--- src/rtl/ex_pkg.sv ---
// Shared definitions for the execute stage.
//   ALUOP_*     : 2-bit ALU operation class carried in ex_ctrl[2:1]
//   FUNCT3_*    : funct3 encodings for the base ALU and for RV32M mul/div
//   OPC_RTYPE   : register-register opcode
//   F7_MULDIV   : funct7 value selecting the RV32M extension
//   md_state_t  : sequencing states of the iterative mul/div unit
package ex_pkg;

    localparam logic [1:0] ALUOP_ADD   = 2'b00;
    localparam logic [1:0] ALUOP_SUB   = 2'b01;
    localparam logic [1:0] ALUOP_FUNCT = 2'b10;
    localparam logic [1:0] ALUOP_RSVD  = 2'b11;

    localparam logic [2:0] FUNCT3_ADD  = 3'b000;
    localparam logic [2:0] FUNCT3_SLL  = 3'b001;
    localparam logic [2:0] FUNCT3_SLT  = 3'b010;
    localparam logic [2:0] FUNCT3_SLTU = 3'b011;
    localparam logic [2:0] FUNCT3_XOR  = 3'b100;
    localparam logic [2:0] FUNCT3_SR   = 3'b101;
    localparam logic [2:0] FUNCT3_OR   = 3'b110;
    localparam logic [2:0] FUNCT3_AND  = 3'b111;

    localparam logic [2:0] FUNCT3_MUL    = 3'b000;
    localparam logic [2:0] FUNCT3_MULH   = 3'b001;
    localparam logic [2:0] FUNCT3_MULHSU = 3'b010;
    localparam logic [2:0] FUNCT3_MULHU  = 3'b011;
    localparam logic [2:0] FUNCT3_DIV    = 3'b100;
    localparam logic [2:0] FUNCT3_DIVU   = 3'b101;
    localparam logic [2:0] FUNCT3_REM    = 3'b110;
    localparam logic [2:0] FUNCT3_REMU   = 3'b111;

    localparam logic [6:0] OPC_RTYPE = 7'b0110011;
    localparam logic [6:0] F7_MULDIV = 7'b0000001;

    typedef enum logic [1:0] {IDLE, BUSY, DONE} md_state_t;

endpackage

--- src/rtl/ex_md_unit.sv ---
// Iterative RV32M multiply/divide datapath.
//   clk, rst_n     : clock, synchronous active-low reset
//   clear          : discard any operation in flight
//   start          : latch operands/funct3 and begin a new operation
//   step           : perform one shift-add or restoring-subtract iteration
//   funct3         : RV32M operation select (sampled with start)
//   op_a, op_b     : raw (two's complement) operands (sampled with start)
//   special        : start-time flag, divide-by-zero or signed overflow (no iterations needed)
//   last           : the current step is the final (N-th) iteration
//   result         : sign-corrected result, valid once iterations are complete
module md_unit #(
    parameter int N = 32
) (
    input  logic         clk,
    input  logic         rst_n,
    input  logic         clear,
    input  logic         start,
    input  logic         step,
    input  logic [2:0]   funct3,
    input  logic [N-1:0] op_a,
    input  logic [N-1:0] op_b,
    output logic         special,
    output logic         last,
    output logic [N-1:0] result
);
    import ex_pkg::*;

    localparam int CW = $clog2(N);
    localparam logic [N-1:0] MIN_NEG = {1'b1, {(N-1){1'b0}}};

    // acc: multiply -> {partial product, remaining multiplier bits}
    //      divide   -> {partial remainder, dividend bits / quotient bits}
    logic [2*N-1:0] acc;
    logic [N-1:0]   opnd;
    logic [2:0]     f3;
    logic           neg;
    logic [CW-1:0]  cnt;

    logic           is_div, sgn_a, sgn_b, div_zero, div_ovf;
    logic [N-1:0]   mag_a, mag_b;

    always_comb begin
        // NOTE: every always_comb output gets a value on every path; here each
        // signal is assigned unconditionally, so no latch can be inferred.
        is_div   = funct3[2];
        sgn_a    = op_a[N-1] && (funct3 == FUNCT3_MULH || funct3 == FUNCT3_MULHSU ||
                                 funct3 == FUNCT3_DIV  || funct3 == FUNCT3_REM);
        sgn_b    = op_b[N-1] && (funct3 == FUNCT3_MULH || funct3 == FUNCT3_DIV ||
                                 funct3 == FUNCT3_REM);
        mag_a    = sgn_a ? -op_a : op_a;
        mag_b    = sgn_b ? -op_b : op_b;
        div_zero = is_div && (op_b == '0);
        div_ovf  = (funct3 == FUNCT3_DIV || funct3 == FUNCT3_REM) &&
                   (op_a == MIN_NEG) && (op_b == '1);
    end

    assign special = div_zero || div_ovf;
    assign last    = (cnt == CW'(N - 1));

    // One iteration of each algorithm; sign bit of rem_diff set means the
    // trial subtraction underflowed and the remainder is restored.
    logic [N:0] add_sum, rem_shift, rem_diff;
    assign add_sum   = {1'b0, acc[2*N-1:N]} + (acc[0] ? {1'b0, opnd} : '0);
    assign rem_shift = {acc[2*N-1:N], acc[N-1]};
    assign rem_diff  = rem_shift - {1'b0, opnd};

    always_ff @(posedge clk) begin
        // NOTE: sequential state uses non-blocking assignments only, so every
        // register samples pre-edge values regardless of statement order.
        if (!rst_n || clear) begin
            acc  <= '0;
            opnd <= '0;
            f3   <= '0;
            neg  <= 1'b0;
            cnt  <= '0;
        end else if (start) begin
            f3  <= funct3;
            cnt <= '0;
            if (div_zero) begin
                // quotient all-ones, remainder = dividend
                acc  <= {op_a, {N{1'b1}}};
                opnd <= op_b;
                neg  <= 1'b0;
            end else if (div_ovf) begin
                // quotient = dividend, remainder 0
                acc  <= {{N{1'b0}}, op_a};
                opnd <= op_b;
                neg  <= 1'b0;
            end else if (is_div) begin
                acc  <= {{N{1'b0}}, mag_a};
                opnd <= mag_b;
                // remainder takes the dividend's sign, quotient the xor of both
                neg  <= (funct3 == FUNCT3_REM) ? sgn_a : (sgn_a ^ sgn_b);
            end else begin
                acc  <= {{N{1'b0}}, mag_b};
                opnd <= mag_a;
                neg  <= sgn_a ^ sgn_b;
            end
        end else if (step) begin
            cnt <= cnt + 1'b1;
            if (f3[2]) begin
                if (!rem_diff[N]) acc <= {rem_diff[N-1:0], acc[N-2:0], 1'b1};
                else              acc <= {rem_shift[N-1:0], acc[N-2:0], 1'b0};
            end else begin
                acc <= {add_sum, acc[N-1:1]};
            end
        end
    end

    logic [2*N-1:0] prod_fix;
    logic [N-1:0]   div_sel;

    always_comb begin
        prod_fix = neg ? -acc : acc;
        div_sel  = f3[1] ? acc[2*N-1:N] : acc[N-1:0];
        if (f3[2])                  result = neg ? -div_sel : div_sel;
        else if (f3 == FUNCT3_MUL)  result = prod_fix[N-1:0];
        else                        result = prod_fix[2*N-1:N];
    end

endmodule

--- src/rtl/ex_stage.sv ---
// Execute stage: operand forwarding, single-cycle ALU, iterative RV32M unit
// sequencing, and the registered EX/MEM boundary.
//   clk, rst_n        : clock, synchronous active-low reset
//   ex_ctrl_i         : {aluop[1:0], alusrc}
//   mem_ctrl_i        : {memread, memwrite, branch}, passed to EX/MEM
//   wb_ctrl_i         : {memtoreg, regwrite}, passed to EX/MEM
//   rs1_i, rs2_i, rd_i: register indices
//   imm_i, instr_i    : immediate and instruction word
//   rs1_data_i/rs2_data_i : register-file read data
//   memwb_*           : MEM/WB destination, regwrite, data (forwarding source)
//   flush_i           : kill the instruction in EX
//   stall_o           : freeze upstream stages this cycle (combinational)
//   mem_ctrl_o, wb_ctrl_o, rd_o, alu_result_o, store_data_o, zero_o : EX/MEM register
module ex_stage #(
    parameter int N = 32
) (
    input  logic         clk,
    input  logic         rst_n,
    input  logic [2:0]   ex_ctrl_i,
    input  logic [2:0]   mem_ctrl_i,
    input  logic [1:0]   wb_ctrl_i,
    input  logic [4:0]   rs1_i,
    input  logic [4:0]   rs2_i,
    input  logic [4:0]   rd_i,
    input  logic [N-1:0] imm_i,
    input  logic [N-1:0] instr_i,
    input  logic [N-1:0] rs1_data_i,
    input  logic [N-1:0] rs2_data_i,
    input  logic [4:0]   memwb_rd_i,
    input  logic         memwb_regwrite_i,
    input  logic [N-1:0] memwb_data_i,
    input  logic         flush_i,
    output logic         stall_o,
    output logic [2:0]   mem_ctrl_o,
    output logic [1:0]   wb_ctrl_o,
    output logic [4:0]   rd_o,
    output logic [N-1:0] alu_result_o,
    output logic [N-1:0] store_data_o,
    output logic         zero_o
);
    import ex_pkg::*;

    logic [1:0] aluop;
    logic       alusrc;
    logic [2:0] funct3;
    logic [6:0] funct7, opcode;
    logic       unused_instr_bits;

    assign {aluop, alusrc}   = ex_ctrl_i;
    assign funct3            = instr_i[14:12];
    assign funct7            = instr_i[31:25];
    assign opcode            = instr_i[6:0];
    assign unused_instr_bits = ^{instr_i[24:15], instr_i[11:7]};

    // Forwarding: the younger EX/MEM result wins over MEM/WB; x0 never forwards.
    logic [N-1:0] fwd_a, fwd_b, op_b;
    always_comb begin
        fwd_a = rs1_data_i;
        fwd_b = rs2_data_i;
        if (memwb_regwrite_i && memwb_rd_i != 5'd0 && memwb_rd_i == rs1_i) fwd_a = memwb_data_i;
        if (memwb_regwrite_i && memwb_rd_i != 5'd0 && memwb_rd_i == rs2_i) fwd_b = memwb_data_i;
        if (wb_ctrl_o[0] && rd_o != 5'd0 && rd_o == rs1_i) fwd_a = alu_result_o;
        if (wb_ctrl_o[0] && rd_o != 5'd0 && rd_o == rs2_i) fwd_b = alu_result_o;
    end
    assign op_b = alusrc ? imm_i : fwd_b;

    logic [4:0]   shamt;
    logic [N-1:0] alu_out;
    assign shamt = op_b[4:0];

    always_comb begin
        alu_out = fwd_a + op_b;
        if (aluop == ALUOP_SUB) begin
            alu_out = fwd_a - op_b;
        end else if (aluop == ALUOP_FUNCT) begin
            case (funct3)
                FUNCT3_ADD:  alu_out = (opcode[5] && funct7[5]) ? fwd_a - op_b : fwd_a + op_b;
                FUNCT3_SLL:  alu_out = fwd_a << shamt;
                FUNCT3_SLT:  alu_out = {{(N-1){1'b0}}, $signed(fwd_a) < $signed(op_b)};
                FUNCT3_SLTU: alu_out = {{(N-1){1'b0}}, fwd_a < op_b};
                FUNCT3_XOR:  alu_out = fwd_a ^ op_b;
                FUNCT3_SR:   alu_out = funct7[5] ? $unsigned($signed(fwd_a) >>> shamt)
                                                 : fwd_a >> shamt;
                FUNCT3_OR:   alu_out = fwd_a | op_b;
                FUNCT3_AND:  alu_out = fwd_a & op_b;
                default:     alu_out = fwd_a + op_b;
            endcase
        end
    end

    md_state_t    state;
    logic         is_md, md_start, md_step, md_special, md_last;
    logic [N-1:0] md_result;
    logic [2:0]   lat_mem;
    logic [1:0]   lat_wb;
    logic [4:0]   lat_rd;

    assign is_md    = (aluop == ALUOP_FUNCT) && (opcode == OPC_RTYPE) && (funct7 == F7_MULDIV);
    assign md_start = (state == IDLE) && is_md && !flush_i;
    assign md_step  = (state == BUSY) && !flush_i;
    assign stall_o  = rst_n && !flush_i && (((state == IDLE) && is_md) || (state == BUSY));

    md_unit #(.N(N)) u_md (
        .clk     (clk),
        .rst_n   (rst_n),
        .clear   (flush_i),
        .start   (md_start),
        .step    (md_step),
        .funct3  (funct3),
        .op_a    (fwd_a),
        .op_b    (fwd_b),
        .special (md_special),
        .last    (md_last),
        .result  (md_result)
    );

    always_ff @(posedge clk) begin
        if (!rst_n) begin
            state        <= IDLE;
            mem_ctrl_o   <= '0;
            wb_ctrl_o    <= '0;
            rd_o         <= '0;
            alu_result_o <= '0;
            store_data_o <= '0;
            zero_o       <= 1'b0;
            lat_mem      <= '0;
            lat_wb       <= '0;
            lat_rd       <= '0;
        end else begin
            // Bubble by default; the branches below override it.
            mem_ctrl_o   <= '0;
            wb_ctrl_o    <= '0;
            rd_o         <= '0;
            alu_result_o <= '0;
            store_data_o <= '0;
            zero_o       <= 1'b0;
            if (flush_i) begin
                state <= IDLE;
            end else begin
                case (state)
                    IDLE: begin
                        if (is_md) begin
                            lat_mem <= mem_ctrl_i;
                            lat_wb  <= wb_ctrl_i;
                            lat_rd  <= rd_i;
                            state   <= md_special ? DONE : BUSY;
                        end else begin
                            mem_ctrl_o   <= mem_ctrl_i;
                            wb_ctrl_o    <= wb_ctrl_i;
                            rd_o         <= rd_i;
                            alu_result_o <= alu_out;
                            store_data_o <= fwd_b;
                            zero_o       <= (alu_out == '0);
                        end
                    end
                    BUSY: begin
                        if (md_last) state <= DONE;
                    end
                    DONE: begin
                        // The frozen md instruction is still presented; it is not re-issued.
                        mem_ctrl_o   <= lat_mem;
                        wb_ctrl_o    <= lat_wb;
                        rd_o         <= lat_rd;
                        alu_result_o <= md_result;
                        zero_o       <= (md_result == '0);
                        state        <= IDLE;
                    end
                    default: state <= IDLE;
                endcase
            end
        end
    end

endmodule

--- config.mk ---
export PLATFORM = sky130hd
export DESIGN_NAME = ex_stage
export DESIGN_NICKNAME = d
export VERILOG_FILES = /design/src/rtl/ex_pkg.sv /design/src/rtl/ex_md_unit.sv /design/src/rtl/ex_stage.sv
export SDC_FILE = /design/constraint.sdc
export NUM_CORES = 2
export LEC_CHECK = 0
export CAP_MARGIN = 20
export CELL_PAD_IN_SITES_DETAIL_PLACEMENT = 2
export CELL_PAD_IN_SITES_GLOBAL_PLACEMENT = 2
export CORE_MARGIN = 2
export CORE_UTILIZATION = 30
export CTS_CLUSTER_SIZE = 30
export DETAILED_ROUTE_END_ITERATION = 8
export GPL_TIMING_DRIVEN = 0
export PLACE_DENSITY = 0.88
export SYNTH_ARGS = -nofsm -noshare
export SYNTH_HDL_FRONTEND = slang
export SYNTH_SLANG_ARGS = --single-unit
--- constraint.sdc ---
create_clock -name clk -period 7 [get_ports clk]
set_input_delay 0.7 -clock clk [delete_from_list [all_inputs] [get_ports clk]]
set_output_delay 0.7 -clock clk [all_outputs]
set_load 0.02 [all_outputs]
==> flow_metrics.tcl <==
set metrics [dict create \
    cp.depth 29 \
    fin_crit_sh_pct 111 \
    crit_required_ns 7.39 \
    switching_share_pct 53.3 \
    power_frac_seq_pct 22.5 \
    clock_latency_ns 0.51 \
    design.die.area_um2 100000 \
    worst_path_max_delay_cell "o31a_1" \
    worstSetupEndpointType "flip-flop" \
    worstSetupEndpoint "zero_o" \
    relSlewSlack_pct 14.9 \
    layout_setup_ws_ns -0.800 \
    antenna_left 0 \
    syn_inst 4501 \
    via_per_inst 7.21 \
    switchingPower_mw 2.88 \
    start_util_pct 30.3 \
    coreArea_um2 96700 \
    n_fill_cell 11513 \
    r2r_slack_ns -0.68 \
    path_common_cell "buf_12" \
    rsz0062_at_grt "yes" \
    clock.fmax_ghz 0.128 \
    port_buffers 247 \
    final.min_clock_period_ns 7.80 \
    r2r_end "alu_result_o[14]" \
    multi_input_area_um2 24700 \
    avgSynthCellArea_um2 6.51 \
    setup.worst_path.start_class "input pin" \
    synth_fp_nets 4856 \
    total_power_mw 5.39 \
    p_leak_nw 13.6 \
    cts.clk_slew.worst_paths_ns 0.09 \
    yosysSeqAreaShare_pct 13.1 \
    ys_ff_latch 192 \
    crit_path_max_incr_delay_ns 0.93 \
    drive_above_1_share_pct 12.3 \
    cp_top_family "compound AO/OA/AOI/OAI gates" \
    holdBufCountCts 0 \
    powerDensity_nw_per_um2 145 \
    drtIter0Drc 6056 \
    grt_max_degree 21 \
    hold_viol 0 \
    vias 45032 \
    cts_tree "yes" \
    synthArstFlopShare_pct 0 \
    holdCritPathClass "flip-flop to flip-flop" \
    drt_pass1_iterations 6 \
    status "finished with violations" \
    crit_type "input pin to flip-flop" \
    path_max_fanout 10 \
    pin_count 268 \
    grt_pass1_vias 44190 \
    synth_cell_type_count 107 \
    cp_data_arrival_time_ns 8.19 \
    fp.dieW_um 317 \
    grt_pass1_wl_um 375000 \
    synthFlopType "dfxtp_1" \
    synth_edf_count 0 \
    cts_root_buf "clkbuf_16" \
    worst_clock_skew_ns 0.0366 \
    drc 0 \
    routed_wl_um 285000 \
    cts_htree_levels 4 \
    setup-violations-final 24 \
    rr_startpoint "rd_o[2]" \
    synth_area_um2 29300 \
    final_max_slew_viol_count 0 \
    combPwrFrac_pct 57.8 \
    final-seq-area_um2 3850 \
    reg2reg_depth 14 \
    syn_to_final_growth_pct 27.3 \
    gp_congestion 1.11 \
    crit_start "memwb_rd_i[2]" \
    max-clock-path-buffers 2 \
    yosysWarnings 0 \
    hpwl_um 213000 \
    worstMarginPinSlew_ns 1.28 \
    overflow 0 \
    rows 114 \
    cts_sinks 192 \
    cts_buffers 17 \
    max-vdd-ir-drop_v 0.000198 \
    wl_per_cell_um 45.6 \
    violations "negative setup slack" \
    antenna_found_initial 48 \
    crit_buf_inv 7 \
    die_height_um 317 \
    finish.utilization_pct 38.6 \
    pwr-share-clk_pct 19.8 \
    p_int_mw 2.52 \
    grt_use_total_pct 54.0 \
    final_nets 5266 \
    maxCapViolations 0 \
]
## logic make-up (layout without fill, tap and decap cells)
family                   count (synthesis)  in the layout  synth area share, %
other                                    0             42                    0
AND/OR/NAND/NOR                       1631           1631                 25.6
buffers and inverters                  531            954                 7.18
AO/OA/AOI/OAI                         1595           1595                 34.5
multiplexers                           153            153                 5.52
flip-flops                             192            192                 13.1
XOR/XNOR                               229            229                 6.84
adder cells (fa/ha/maj)                170            170                 7.27
## worst reg2reg max path, cell delays in order, from the launching register on
cell and delay (ns):
dfxtp_4 0.37, or4_4 0.60, o211ai_4 0.52, nor2_4 0.14
buf_8 0.20, o31ai_4 0.95, nand3_2 0.77, nor2_1 0.74
clkdlybuf4s15_1 0.85, a32oi_1 0.26, nand4_1 0.22, nor3_4 0.10
a211oi_1 0.98, a22oi_1 0.27, nor2_2 0.56
## final cells by class
type / count / area share, %
multi-input combinational: 3778 / 66.2
sequential: 192 / 10.3
clock inverter: 14 / 0.436
antenna: 42 / 0.282
clock buffer: 18 / 1.18
buffer: 347 / 5.09
inverter: 169 / 1.85
tap: 1276 / 4.28
timing repair buffer: 406 / 10.3
## worst min-delay path by stage
| stage | from | end | slack [ns] | depth (start not counted) |
|---|---|---|---|---|
| after detailed placement | u_md.cnt[4] | u_md.cnt[4] | 0.47 | 2 |
| after global routing | u_md.cnt[4] | u_md.cnt[4] | 0.50 | 2 |
| final | u_md.cnt[4] | u_md.cnt[4] | 0.48 | 2 |
| after floorplan | u_md.cnt[4] | u_md.cnt[4] | 0.44 | 2 |
| after CTS | u_md.cnt[4] | u_md.cnt[4] | 0.48 | 2 |
| after global placement | lat_rd[1] | lat_rd[1] | 0.45 | 2 |
## Yosys cell counts, types with 63 or more instances
cell,number,area share (%)
xor2_1,69,2.1
nor2_1,502,6.4
nand4_1,63,1.3
xnor2_1,160,4.8
o31ai_1,67,1.7
o211ai_1,65,1.7
o21ai_0,409,7.0
nand3_1,153,2.6
nand2_1,489,6.3
a31oi_1,84,1.8
ha_1,160,6.8
a21oi_1,413,7.1
nor3_1,167,2.9
mux2i_1,121,4.1
dfxtp_1,192,13
clkbuf_1,276,3.5
inv_1,155,2.0
## power by group through the flow
stage                     logic, mW  registers [mW]  clock network (mW)
after global placement         2.45            1.21                   0
after global routing           3.07            1.20                1.10
final                          3.12            1.21                1.07
after detailed placement       2.50            1.21                   0
after floorplan                1.21            1.19                   0
after CTS                      2.79            1.18                1.05
## cell usage in the layout, fill, tap and decap left out, types with 65 or more instances in the layout
cell type / count
xor2_1: 68
o211ai_1: 65
nor2_1: 493
clkbuf_1: 224
inv_1: 139
xnor2_1: 152
nor3_1: 156
mux2i_1: 115
buf_4: 130
nand2_1: 474
a21oi_1: 406
dfxtp_1: 187
ha_1: 145
clkdlybuf4s50_1: 232
nand3_1: 151
o21ai_0: 382
## sequential cells by signal (all words and copies together), names as in the netlist
name / flops
alu_result_o: 32
store_data_o: 32
u_md.acc: 64
u_md.opnd: 32
mem_ctrl_o: 3
lat_rd: 5
wb_ctrl_o: 2
u_md.neg: 1
lat_wb: 2
u_md.cnt: 5
lat_mem: 3
zero_o: 1
u_md.f3: 3
state: 2
rd_o: 5
## per-stage QoR
stage / setup TNS, ns / hold WS (ns) / cell area (µm²) / cells / worst slack, ns
final: -4.39 / 0.479 / 37300 / 6242 / -0.800
after global routing: -1.96 / 0.501 / 37200 / 6216 / -0.687
after CTS: 0 / 0.480 / 36800 / 6181 / 0.000790
after detailed placement: -146.57 / 0.467 / 33800 / 6060 / -4.44
after global placement: -175.77 / 0.450 / 33400 / 6024 / -5.02
after floorplan: 0 / 0.441 / 29300 / 4501 / 0.00122
## routing by layer
layer,vias up,wire (µm),global-route usage [%]
met3,1692,32800,18.8
met1,22206,97600,58.6
li1,17350,-,-
met4,22,36400,53.5
met5,-,142,1.28
met2,3762,118000,80.9
## repair_timing
item / 4_1_cts / 5_1_grt
setup endpoints to repair: 94 / 22
resized for setup: 431 / 49
setup buffers: 101 / 17
pin swaps: 83 / 22
No activity file was read; power rests on OpenSTA's default activity.
